File: config.mk
export PLATFORM = sky130hd
export DESIGN_NAME = inst_fetch
export DESIGN_NICKNAME = d
export VERILOG_FILES = /design/src/rtl/inst_fetch.sv
export SDC_FILE = /design/constraint.sdc
export NUM_CORES = 1
export LEC_CHECK = 0
export CAP_MARGIN = 10
export CORE_MARGIN = 3
export CORE_UTILIZATION = 45
export CTS_CLUSTER_SIZE = 12
export DETAILED_ROUTE_END_ITERATION = 8
export GPL_TIMING_DRIVEN = 0
export PLACE_DENSITY = 0.85
export SYNTH_ARGS = -nofsm -noshare
export SYNTH_HDL_FRONTEND = slang
export SYNTH_SLANG_ARGS = --single-unit
File: constraint.sdc
create_clock -name clock_i -period 3.5 [get_ports clock_i]
set_input_delay 0.7 -clock clock_i [delete_from_list [all_inputs] [get_ports clock_i]]
set_output_delay 0.7 -clock clock_i [all_outputs]
set_load 0.02 [all_outputs]
File: src/rtl/inst_fetch.sv
// inst_fetch - instruction fetch stage, sits directly after the PC register.
//
// Latches the PC when the PC stage asks for a fetch. It then runs a single
// req/addr_ok/data_ok transaction and hands {pc, inst, exception_type} to
// decode through registered outputs. While a fetch is busy it holds the PC
// stage with fetch_stall_req_o. Responses that belong to flushed fetches are
// dropped.
//
// Ports
//   clock_i, reset_i          clock, synchronous active-high reset
//   pc_i, inst_ren_i          fetch PC and fetch request from the PC stage
//   inst_cache_ena_i          cached (1) / uncached (0) fetch
//   pc_exc_type_i             exception vector from the PC stage
//   flush_i                   kills the fetch in flight and the decode output
//   id_stall_i                decode cannot accept a new instruction
//   inst_req_o/addr_o/cached_o, inst_addr_ok_i/data_ok_i/rdata_i
//                             instruction memory bus
//   id_valid_o/pc_o/inst_o/exc_type_o
//                             decode-side outputs
//   fetch_stall_req_o         PC must hold
//
// Optional build macro INST_FETCH_PERF_EN adds fetch_stall_cycles_o. This
// 32-bit wrapping counter counts the cycles in which fetch_stall_req_o is high.
module inst_fetch #(
    parameter int                ADDR_W   = 32,
    parameter int                DATA_W   = 32,
    parameter logic [DATA_W-1:0] NOP_INST = '0
) (
    input  logic              clock_i,
    input  logic              reset_i,
    input  logic [ADDR_W-1:0] pc_i,
    input  logic              inst_ren_i,
    input  logic              inst_cache_ena_i,
    input  logic [31:0]       pc_exc_type_i,
    input  logic              flush_i,
    input  logic              id_stall_i,
    output logic              inst_req_o,
    output logic [ADDR_W-1:0] inst_addr_o,
    output logic              inst_cached_o,
    input  logic              inst_addr_ok_i,
    input  logic              inst_data_ok_i,
    input  logic [DATA_W-1:0] inst_rdata_i,
    output logic              id_valid_o,
    output logic [ADDR_W-1:0] id_pc_o,
    output logic [DATA_W-1:0] id_inst_o,
    output logic [31:0]       id_exc_type_o,
    output logic              fetch_stall_req_o
`ifdef INST_FETCH_PERF_EN
    ,
    output logic [31:0]       fetch_stall_cycles_o
`endif
);

    typedef enum logic [1:0] {IDLE, REQ, WAIT, HOLD} state_t;

    state_t            state, state_n;
    logic              cancel;
    logic [ADDR_W-1:0] pc_q;

    logic issue;        // start a memory fetch
    logic exc_deliver;  // PC stage flagged an exception: deliver a NOP, no bus access
    logic deliver;      // live read data arriving

    assign issue       = (state == IDLE) && inst_ren_i && !flush_i && (pc_exc_type_i == '0);
    assign exc_deliver = (state == IDLE) && inst_ren_i && !flush_i && (pc_exc_type_i != '0);
    // A flush in the data_ok cycle kills the data, even when cancel is not yet set.
    assign deliver     = (state == WAIT) && inst_data_ok_i && !cancel && !flush_i;

    assign inst_req_o        = (state == REQ);
    assign inst_addr_o       = {pc_q[ADDR_W-1:2], 2'b00};
    assign fetch_stall_req_o = (state == REQ) || (state == WAIT) || cancel;

    always_ff @(posedge clock_i) begin
        if (reset_i) state <= IDLE;
        else         state <= state_n;
    end

    always_comb begin
        state_n = state;
        case (state)
            IDLE: begin
                if (issue)                          state_n = REQ;
                else if (exc_deliver && id_stall_i) state_n = HOLD;
            end
            // The bus forbids withdrawing a request, so a flush does not change the path.
            REQ:  if (inst_addr_ok_i) state_n = WAIT;
            WAIT: if (inst_data_ok_i) state_n = (deliver && id_stall_i) ? HOLD : IDLE;
            HOLD: if (flush_i || !id_stall_i) state_n = IDLE;
            default: state_n = IDLE;
        endcase
    end

    // Set cancel when a fetch is flushed mid-flight. The transaction still drains.
    // Cancel clears on its data_ok.
    always_ff @(posedge clock_i) begin
        if (reset_i)
            cancel <= 1'b0;
        else if (state == WAIT && inst_data_ok_i)
            cancel <= 1'b0;
        else if (flush_i && (state == REQ || state == WAIT))
            cancel <= 1'b1;
    end

    always_ff @(posedge clock_i) begin
        if (reset_i) begin
            pc_q          <= '0;
            inst_cached_o <= 1'b0;
        end else if (issue) begin
            pc_q          <= pc_i;
            inst_cached_o <= inst_cache_ena_i;
        end
    end

    always_ff @(posedge clock_i) begin
        if (reset_i) begin
            id_valid_o    <= 1'b0;
            id_pc_o       <= '0;
            id_inst_o     <= '0;
            id_exc_type_o <= '0;
        end else if (flush_i) begin
            id_valid_o    <= 1'b0;
        end else if (deliver) begin
            id_valid_o    <= 1'b1;
            id_pc_o       <= pc_q;
            id_inst_o     <= inst_rdata_i;
            id_exc_type_o <= '0;
        end else if (exc_deliver) begin
            id_valid_o    <= 1'b1;
            id_pc_o       <= pc_i;
            id_inst_o     <= NOP_INST;
            id_exc_type_o <= pc_exc_type_i;
        end else if (!(state == HOLD && id_stall_i)) begin
            // The output is a one-cycle pulse unless decode holds it in HOLD.
            id_valid_o    <= 1'b0;
        end
    end

`ifdef INST_FETCH_PERF_EN
    always_ff @(posedge clock_i) begin
        if (reset_i)                fetch_stall_cycles_o <= '0;
        else if (fetch_stall_req_o) fetch_stall_cycles_o <= fetch_stall_cycles_o + 32'd1;
    end
`endif

endmodule

Word level (Yosys, flattened, before mapping):

Index checks and enable logic that the tools add are counted.

* register bits after elaboration: 133
* input port bits: 104
* logic and storage cells: 58

* equal/unequal tests: 8
* mux-type cells: 16
* bitwise logic cells: 1
* reductions and logical operators: 25

Operators by type and width (number)
* two-way mux 32 bit: 6
* logical NOT 32 bit: 1
* nonzero test 32 bit: 1
* two-way mux 2 bit: 6
* logical AND 1 bit: 11
* one-hot mux 2 bit (4 select lines): 1
* equality test 2 bit, second input constant: 2
* inequality test 2 bit, second input constant: 2
* AND reduction 4 bit: 1
* OR reduction 2 bit: 2
* logical NOT 1 bit: 3
* logical OR 1 bit: 3
* two-way mux 1 bit: 3
* inequality test 3 x 2 -> 1 bit, second input constant: 1
* inequality test 3 bit, second input constant: 1
* equality test 2 x 1 -> 1 bit, second input constant: 1
* logical NOT 2 bit: 1
* inequality test 2 x 1 -> 1 bit, second input constant: 1
* AND reduction 2 bit: 1
* nonzero test 2 bit: 1
* inverter 1 bit: 1

Depth between registers and ports, before layout:

Gate-level depths: netlist of the first run.

* depth in word-level cells: 8
* gate-level depth with buffers: 8
* mapped depth without buffers: 7

Worst setup path before layout of the first run:

Ideal clock, no wire load.

* kind: input-to-reg
* start point: in pc_exc_type_i[3]
* end point: reg inst_cached_o
* data arrival time: 1.903 ns
* required time: 3.372 ns
* slack: 1.470 ns
* stages on the path: 7
* buffers on the path: 2
* cell sequence: nor4_1 > nand4_1 > nor3_1 > buf_4 > buf_6 > mux2i_1 > nor2_1

* longest elaborated chain between the ends: 2

RTL lines
* from (decl): RTL line 34 `input logic [31:0] pc_exc_type_i,`
* logical NOT 32 bit: RTL line 64 `assign issue = (state == IDLE) && inst_ren_i && !flush_i && (pc_exc_type_i == '0);`
* logical AND 1 bit: RTL line 64
* to (signal assigned): RTL line 110 `inst_cached_o <= inst_cache_ena_i;`
* to (decl): RTL line 39 `output logic inst_cached_o,`

Every way passes these cells.
A chain may end at the register's enable or synchronous reset.

Worst setup path in the final report of the first run:

* start point: reg state[1]
* end point: out fetch_stall_req_o

* longest elaborated chain between the ends: 3
* elaborated cells between the ends (all ways): 4
* classes of those cells: eq/ne (2); reduce/logical (2)

RTL lines
* from (decl): RTL line 56 `state_t state, state_n;`
* from (signal assigned): RTL line 75 `else state <= state_n;`
* equality test 2 x 1 -> 1 bit or equality test 2 bit (tied branches): RTL line 71 `assign fetch_stall_req_o = (state == REQ) || (state == WAIT) || cancel;`
* logical OR 1 bit (*) (2 in series): RTL line 71
* to (decl): RTL line 47 `output logic fetch_stall_req_o`

Mark *: on every way between the ends. The rest lies on a longest branch, timed or not.

==> results of run 1 <==
where the power goes:
group	switching, mW	leakage (nW)	internal (mW)
logic	0.682	1.74	0.540
registers	0.0805	1.08	1.66
clock network	0.663	0.311	1.30
total	1.43	3.13	3.50
flip-flops by register name (all words and copies together), names as in the netlist:
name           flops
pc_q              32
id_exc_type_o     32
id_valid_o         1
inst_cached_o      1
state              2
cancel             1
id_inst_o         32
id_pc_o           32
path summary, 6_finish.rpt:
kind | end | startpoint | depth (start not counted) | slack (ns)
min | id_exc_type_o[29] | id_exc_type_o[29] | 2 | 0.45
max reg2reg | id_pc_o[26] | state[0] | 8 | 0.96
min reg2reg | id_exc_type_o[29] | id_exc_type_o[29] | 2 | 0.45
max | fetch_stall_req_o | state[1] | 4 | 0.69
synth_stat cells, types with 3 or more instances:
master                     count  area [um^2]
sky130_fd_sc_hd__clkbuf_1     27        101.4
sky130_fd_sc_hd__buf_2        10        50.05
sky130_fd_sc_hd__inv_1         4        15.01
sky130_fd_sc_hd__ha_1          5        62.56
sky130_fd_sc_hd__a311oi_1     34        297.8
sky130_fd_sc_hd__dfxtp_1     133         2663
sky130_fd_sc_hd__nand3_1      33        165.2
sky130_fd_sc_hd__buf_4        37        277.8
sky130_fd_sc_hd__nand2_1     165        619.3
sky130_fd_sc_hd__nor4_1        8        50.05
sky130_fd_sc_hd__a21oi_1      66        330.3
sky130_fd_sc_hd__mux2i_1      33        330.3
sky130_fd_sc_hd__buf_1         4        15.01
sky130_fd_sc_hd__nor2_1       66        247.7
sky130_fd_sc_hd__buf_6         3        33.78
cells by family (layout without fill, tap and decap cells):
group	after synthesis	after routing	synth area share [%]
DFF	133	133	49.35
buffers and inverters	85	350	9.137
other	1	2	0.06951
muxes	33	33	6.123
and+or+nand+nor	281	281	21.06
adders and majority gates	5	5	1.160
AOI/OAI and AO/OA	109	109	13.10
worst max-delay path: stages (launching register included):
cell and delay (ns):
sky130_fd_sc_hd__dfxtp_1 0.41, sky130_fd_sc_hd__inv_1 0.12, sky130_fd_sc_hd__ha_1 0.31, sky130_fd_sc_hd__or2_2 0.31
sky130_fd_sc_hd__clkdlybuf4s50_1 0.55
per-stage QoR:
step / utilization, % / worst slack (ns) / cells
floorplan: - / 1.470 / 648
global placement: 68.40 / 0.3935 / 1024
detailed placement: 68.40 / 0.4166 / 1024
CTS: 74.08 / 0.6994 / 1056
global route: 74.08 / 0.6400 / 1056
finish: 74.08 / 0.6925 / 1056
routing by layer:
layer	share of wire, %	vias up	wire, um	GRT usage [%]
met2	47	277	8153	41.20
met5	0	-	0	0
met1	40	2507	6971	29.76
met4	2.2	0	378	8.607
met3	10	34	1757	8.251
li1	-	2679	-	-
final cells by class:
type	count	share of cell area, %
clock buffer	19	5.287
inverter	4	0.1753
tap	143	2.089
timing repair buffer	233	27.22
multi-input combinational	430	26.19
buffer	81	5.579
sequential	133	31.08
clock inverter	13	2.381
==> summary.txt, run 1 <==
P&R area growth vs syn: 58.79%
CTS clk-pin slew, worst paths: 0.06 ns
Number of gates resized after CTS: 0
Wire length per cell: 16.35 um
Max-slew violation total from the final report: 0
Worst Path Required: 2.80 ns
Ys flop type: sky130_fd_sc_hd__dfxtp_1
Wire length of the first global-routing pass: 25940 um
Total number of clock tree sinks: 133
Final-layout setup total negative slack: 0 ns
Area taken by multi-input logic gates: 2243 um^2
Final critical-path required period: 2.807 ns
Grt total ovfl: 0
FF+latch area: 2663 um^2
Leakage: 3.132 nW
Synth Instances: 647
Worst slack on hold paths: 0.4533 ns
Layout cells sized above 1: 9.310%
Via-to-Cell Ratio: 5.205
Number of antenna violations at the first check in global routing: 0
CTS tree: built
H-tree depth reported by CTS: 4
Number of global-route vias before repair: 5194
Number of max-cap violations: 0
Die Outline Area: 13340 um^2
Setup repair bufs after CTS: 0
Setup CP Type: reg2out
Min-Delay Path Class: reg2reg
Clock root buffer: sky130_fd_sc_hd__clkbuf_16
Final Net Count: 1009
Worst Clk Skew: 0.005894 ns
Outcome: finished, final reports clean
Drt first pass iters: 5
Overall track demand over capacity in global routing: 24.65%
Share of the clock period used by the worst path after layout: 80.21%
# port buffers: 233
Proportion of register bits with asynchronous set or reset after synthesis: 0%
Post-route cell area: 8567 um^2
Number of remaining DRC errors: 0
Half-perimeter wire length after detailed placement: 12510 um
Via count: 5497
Cell area after synthesis: 5395 um^2
Number of synthesized flops with an enable pin: 0
Total CTS buffers: 17
Site row count: 39
Share of the yosys chip area belonging to registers: 49.35%
Post-placement cell area: 7910 um^2
Flip-flop and latch count after synthesis: 133
Final total power: 4.922 mW
Initial cell density of the core: 46.65%
Yosys warning count: 0
Worst-Margin Slew: 0.8011 ns
Pwr per Cell Area: 574.5 nW/um^2
Area of the core: 11560 um^2
Iteration-0 DRC count of the detailed router: 437
VDD IR max: 0.2386 mV
Die H: 115.5 um
Cts hold-fix bufs: 0
CP Max Fanout: 5
Critical path capture point type: output pin
Signal arrival time at the worst endpoint: 2.11 ns
Worst setup SP type: flop
Final-report hold violation count: 0
Maximum number of pins on one net before global-route repair: 17
Count of nets left with antenna violations after detail routing: 0
Final setup violation count: 0
Maximum buffer depth of the clock tree: 2
Diode insertion count for antenna repair: 0
Die outline width: 115.5 um
RSZ-0062 raised after global routing: false
Count of boundary I/O pins: 236
Final estimated routing congestion in global placement: 0.8477
Later-pin clock latency in the skew report: 0.41 ns
Filler cell count in the final layout: 842
Most frequent cells in the layout: sky130_fd_sc_hd__clkdlybuf4s50_1, sky130_fd_sc_hd__nand2_1, sky130_fd_sc_hd__dfxtp_1, sky130_fd_sc_hd__nor2_1, sky130_fd_sc_hd__a21oi_1
Final wirelength: 17260 um
Most common library cell in the layout ignoring fill and taps: sky130_fd_sc_hd__clkdlybuf4s50_1
Per-instance average area after synthesis: 8.339 um^2
Maximum frequency from static timing analysis: 356.2 MHz
Max-Slew Margin vs Limit: 46.18%
Count of different cell masters after synthesis: 30
(Power assumes the default switching activity.)
==> run 2: changes to the inputs <==
CORE_UTILIZATION = 42   (was 45)
PLACE_DENSITY = 0.8   (was 0.85)
clock period = 2.8 ns   (was 3.5 ns; I/O delays follow)
==> run 2 against run 1 <==
Worst setup slack worse by 0.53 ns. Register-to-register slack worse by 0.71 ns. Via count down 1.4%. Combinational power up 25%. Clock-buffer cell count up 7. Core utilization down 4.8 points. Critical endpoint unchanged. Die area up 6.8%. Highest routed layer unchanged.
==> summary.txt, run 2 (same netlist as run 1, synthesis figures left out) <==
Outcome: finished, final reports clean
Portion of total power attributed to combinational logic: 26.6%
Critical path capture point type: output pin
Switching power of the nets: 1.702 mW
Maximum frequency from static timing analysis: 378.6 MHz
Grt total ovfl: 0
Min-Delay Path Class: reg2reg
H-tree depth reported by CTS: 4
Iteration-0 DRC count of the detailed router: 344
Maximum number of pins on one net before global-route repair: 17
CTS tree: built
Internal portion of total power: 4.026 mW
Half-perimeter wire length after detailed placement: 12890 um
PnR worst setup slack: 0.1589 ns
Sequential Power Share: 37.9%
Number of remaining DRC errors: 0
Worst slack on hold paths: 0.4524 ns
Clock root buffer: sky130_fd_sc_hd__clkbuf_16
Count of nets left with antenna violations after detail routing: 0
Final standard cell count with taps included and fillers excluded: 1078
CTS clk-pin slew, worst paths: 0.05 ns
Final-report hold violation count: 0
Number of max-cap violations: 0
Pwr per Cell Area: 674.7 nW/um^2
Area taken by multi-input logic gates: 2243 um^2
Cell total after placement: 1049
Final Net Count: 1009
Final-layout setup total negative slack: 0 ns
# port buffers: 233
Max-Slew Margin vs Limit: 45.00%
Initial cell density of the core: 44.00%
Worst setup SP type: flop
Maximum buffer depth of the clock tree: 2
Worst setup slack before clock tree synthesis: -0.2383 ns
RSZ-0062 raised after global routing: false
Final total power: 5.728 mW
Signal arrival time at the worst endpoint: 2.08 ns
Total number of clock tree sinks: 133
Fraction of power consumed by the clock network: 35.5%
VDD IR max: 0.3726 mV
Final wirelength: 17520 um
Drt first pass iters: 5
Overall track demand over capacity in global routing: 24.04%
Site row count: 40
Most frequent cells in the layout: sky130_fd_sc_hd__clkdlybuf4s50_1, sky130_fd_sc_hd__nand2_1, sky130_fd_sc_hd__dfxtp_1, sky130_fd_sc_hd__nor2_1, sky130_fd_sc_hd__a21oi_1
FF+latch area: 2663 um^2
Via-to-Cell Ratio: 5.028
Switching power share of the total: 29.71%
Final estimated routing congestion in global placement: 0.8499
Number of global-route vias before repair: 5309
Worst-Margin Slew: 0.8187 ns
Leakage: 3.094 nW
Area of the core: 12260 um^2
Wire length of the first global-routing pass: 27390 um
Number of antenna violations at the first check in global routing: 0
Setup CP Type: reg2out
Share of the clock period used by the worst path after layout: 94.32%
Diode insertion count for antenna repair: 0
Count of boundary I/O pins: 236
Filler cell count in the final layout: 1019
Layout cells sized above 1: 8.901%
Max-slew violation total from the final report: 0
P&R area growth vs syn: 57.35%
Die outline width: 119.3 um
Total CTS buffers: 17
Final critical-path required period: 2.641 ns
Later-pin clock latency in the skew report: 0.41 ns
CP Max Fanout: 5
Die H: 119.3 um
Die Outline Area: 14240 um^2
Worst Clk Skew: 0.006584 ns
Via count: 5420
Wire length per cell: 16.25 um
Final setup violation count: 0
Most common library cell in the layout ignoring fill and taps: sky130_fd_sc_hd__clkdlybuf4s50_1
Worst Path Required: 2.24 ns
run 2: final cells by class:
cell class,count,share of cell area [%]
sequential,133,31.36
buffer,81,5.645
multi-input combinational,430,26.43
clock inverter,3,0.2063
clock buffer,26,6.234
timing repair buffer,233,27.47
tap,168,2.476
inverter,4,0.1769
run 2: power groups by stage:
stage          sequential [mW]  clock [mW]  combinational [mW]
6_report                  2.17        2.03                1.52
4_1_cts                   2.17        2.07                1.53
5_1_grt                   2.19        2.17                1.64
2_1_floorplan             2.39           0               0.612
3_5_place_dp              2.21           0                1.53
3_3_place_gp              2.21           0                1.51
run 2: stage by stage:
step | cell area [um^2] | utilization (%)
3_3_place_gp | 7941 | 64.77
2_1_floorplan | 5399 | -
4_1_cts | 8488 | 69.22
6_report | 8489 | 69.23
3_5_place_dp | 7941 | 64.77
5_1_grt | 8489 | 69.23
run 2: path summary, 6_finish.rpt:
path                                         from                end  slack (ns)  cells past startpoint
worst max-delay path                     state[0]  fetch_stall_req_o        0.16                      4
worst min-delay path            id_exc_type_o[20]  id_exc_type_o[20]        0.45                      2
worst max register to register           state[0]        id_pc_o[17]        0.25                      8
worst min register to register  id_exc_type_o[20]  id_exc_type_o[20]        0.45                      2
run 2: layer usage:
layer	global-route usage [%]	up-vias	wire length, um
met5	0	-	0
met4	8.160	0	297
met3	8.832	26	1570
met2	40.41	203	8422
met1	28.32	2521	7228
li1	-	2670	-
run 2: what timing repair did:
item	CTS	global route
gates resized for setup	0	2
endpoints found under the hold margin	0	0
setup endpoints to repair	0	2
buffers inserted	0	0
hold buffers	0	0
run 2: worst max-delay path, stage by stage (launching register included):
cell and delay [ns]:
sky130_fd_sc_hd__dfxtp_1 0.37, sky130_fd_sc_hd__inv_1 0.13, sky130_fd_sc_hd__ha_1 0.33, sky130_fd_sc_hd__or2_2 0.27, sky130_fd_sc_hd__clkdlybuf4s50_1 0.58
==> run 3: changes to the inputs <==
CORE_MARGIN = default   (was 3)
==> run 3 against run 2 <==
Clock power down 2%. Clock skew decreased by 0.0017 ns. Power is 0.78% lower. Via count barely moved. Sequential cell count unchanged. Cell count grew 0.65%. Combinational power about the same. Global-route usage up 1.1 points. Worst setup slack worse by 0.0091 ns. Critical endpoint unchanged. Highest routed layer unchanged.
==> summary.txt, run 3 (same netlist as run 1, synthesis figures left out) <==
Outcome: finished, final reports clean
Total CTS buffers: 17
Max-Slew Margin vs Limit: 46.16%
Final estimated routing congestion in global placement: 0.7660
Final setup violation count: 0
Area taken by multi-input logic gates: 2243 um^2
Via count: 5417
Maximum number of pins on one net before global-route repair: 17
Delay of the slowest cell on the worst path: 0.56 ns
Number of max-cap violations: 0
Most common library cell in the layout ignoring fill and taps: sky130_fd_sc_hd__clkdlybuf4s50_1
Die outline width: 115.3 um
Setup CP Type: reg2out
Pwr per Cell Area: 670.5 nW/um^2
Final-report hold violation count: 0
Cell total after placement: 1053
CTS tree: built
Share of the core filled with cells in the final layout: 67.44%
Worst setup slack before clock tree synthesis: -0.2730 ns
Total number of clock tree sinks: 133
CP Max Fanout: 5
Share of the clock period used by the worst path after layout: 94.65%
Critical path capture point type: output pin
Iteration-0 DRC count of the detailed router: 303
Initial cell density of the core: 42.93%
CTS clk-pin slew, worst paths: 0.05 ns
Total stage count of the critical path: 4
Count of boundary I/O pins: 236
Final standard cell count with taps included and fillers excluded: 1085
Post-route cell area: 8476 um^2
Clock root buffer: sky130_fd_sc_hd__clkbuf_16
RSZ-0062 raised after global routing: false
Worst Path Required: 2.24 ns
Post-placement cell area: 7946 um^2
Grt total ovfl: 0
Via-to-Cell Ratio: 4.993
Slowest cell on the critical path: sky130_fd_sc_hd__clkdlybuf4s50_1
Number of antenna violations at the first check in global routing: 0
Die Outline Area: 13300 um^2
Area of the core: 12570 um^2
PnR worst setup slack: 0.1498 ns
Worst-Margin Slew: 0.8014 ns
Sum of buffers and inverters on the critical path: 2
Number of gates resized after CTS: 0
Worst Clk Skew: 0.004881 ns
Final total power: 5.683 mW
Drt first pass iters: 5
Overall track demand over capacity in global routing: 25.15%
Die H: 115.3 um
Maximum buffer depth of the clock tree: 2
Signal arrival time at the worst endpoint: 2.09 ns
P&R area growth vs syn: 57.10%
Worst setup SP type: flop
Site row count: 41
Layout cells sized above 1: 8.762%
Worst slack on hold paths: 0.4485 ns
Setup repair bufs after CTS: 0
Number of cells on the worst hold path: 2
Number of global-route vias before repair: 4972
Wire length per cell: 15.39 um
Final critical-path required period: 2.650 ns
Max-slew violation total from the final report: 0
Leakage: 3.088 nW
Wire length of the first global-routing pass: 25450 um
Maximum frequency from static timing analysis: 377.3 MHz
Final wirelength: 16700 um
Cts hold-fix bufs: 0
H-tree depth reported by CTS: 4
Filler cell count in the final layout: 1038
Worst-path cell chain: inv_1 > ha_1 > or2_2 > clkdlybuf4s50_1
Most frequent cells in the layout: sky130_fd_sc_hd__clkdlybuf4s50_1, sky130_fd_sc_hd__nand2_1, sky130_fd_sc_hd__dfxtp_1, sky130_fd_sc_hd__nor2_1, sky130_fd_sc_hd__a21oi_1
Number of remaining DRC errors: 0
FF+latch area: 2663 um^2
Count of nets left with antenna violations after detail routing: 0
Half-perimeter wire length after detailed placement: 12020 um
# port buffers: 233
Final Net Count: 1009
Later-pin clock latency in the skew report: 0.41 ns
Top delay family on crit path: buffers and inverters
Final-layout setup total negative slack: 0 ns
Number of cells on the worst reg-to-reg path: 8
VDD IR max: 0.3663 mV
Min-Delay Path Class: reg2reg
Diode insertion count for antenna repair: 0
==> run 3: cell types whose count changed in the layout (fill, tap and decap cells not counted) <==
cell,previous run,this run
sky130_fd_sc_hd__clkbuf_1,28,32
sky130_fd_sc_hd__clkbuf_8,7,4
sky130_fd_sc_hd__clkbuf_2,1,2
sky130_fd_sc_hd__clkinv_2,2,4
sky130_fd_sc_hd__clkinvlp_4,1,0
==> run 3: layout make-up <==
type                    instances  share of cell area, %
plain buffers                  81                  5.669
clock buffers                  28                  5.979
clock inverters                 4                 0.2362
inverters                       4                 0.1771
multi-input cells             430                  26.47
flip-flops and latches        133                  31.41
well taps                     172                  2.539
repair buffers                233                  27.52
==> run 3: final timing paths <==
check                           slack (ns)                end               from
worst max-delay path                  0.15  fetch_stall_req_o           state[1]
worst min-delay path                  0.45  id_exc_type_o[20]  id_exc_type_o[20]
worst max register to register        0.40        id_pc_o[22]           state[0]
worst min register to register        0.45  id_exc_type_o[20]  id_exc_type_o[20]
==> run 3: metal layers <==
layer	part of all wire [%]	vias up	GRT usage, %
met5	0	-	0
met4	2.0	0	10.48
met3	8.5	31	8.856
met2	48	207	41.84
met1	42	2517	29.36
li1	-	2662	-
==> run 3: worst register-to-register path: stages, from the launching register on <==
cell and delay, ns:
sky130_fd_sc_hd__dfxtp_1 0.36, sky130_fd_sc_hd__inv_1 0.12, sky130_fd_sc_hd__ha_1 0.24, sky130_fd_sc_hd__nand2_1 0.09
sky130_fd_sc_hd__or3_1 0.10, sky130_fd_sc_hd__clkbuf_1 0.37, sky130_fd_sc_hd__clkbuf_2 0.35, sky130_fd_sc_hd__clkbuf_1 0.43
sky130_fd_sc_hd__a311oi_1 0.17
==> run 3: report_power, final <==
| part | total (mW) | switching (mW) | internal (mW) |
|---|---|---|---|
| combinational | 1.52 | 0.842 | 0.675 |
| clock | 1.99 | 0.769 | 1.22 |
| sequential | 2.18 | 0.103 | 2.07 |
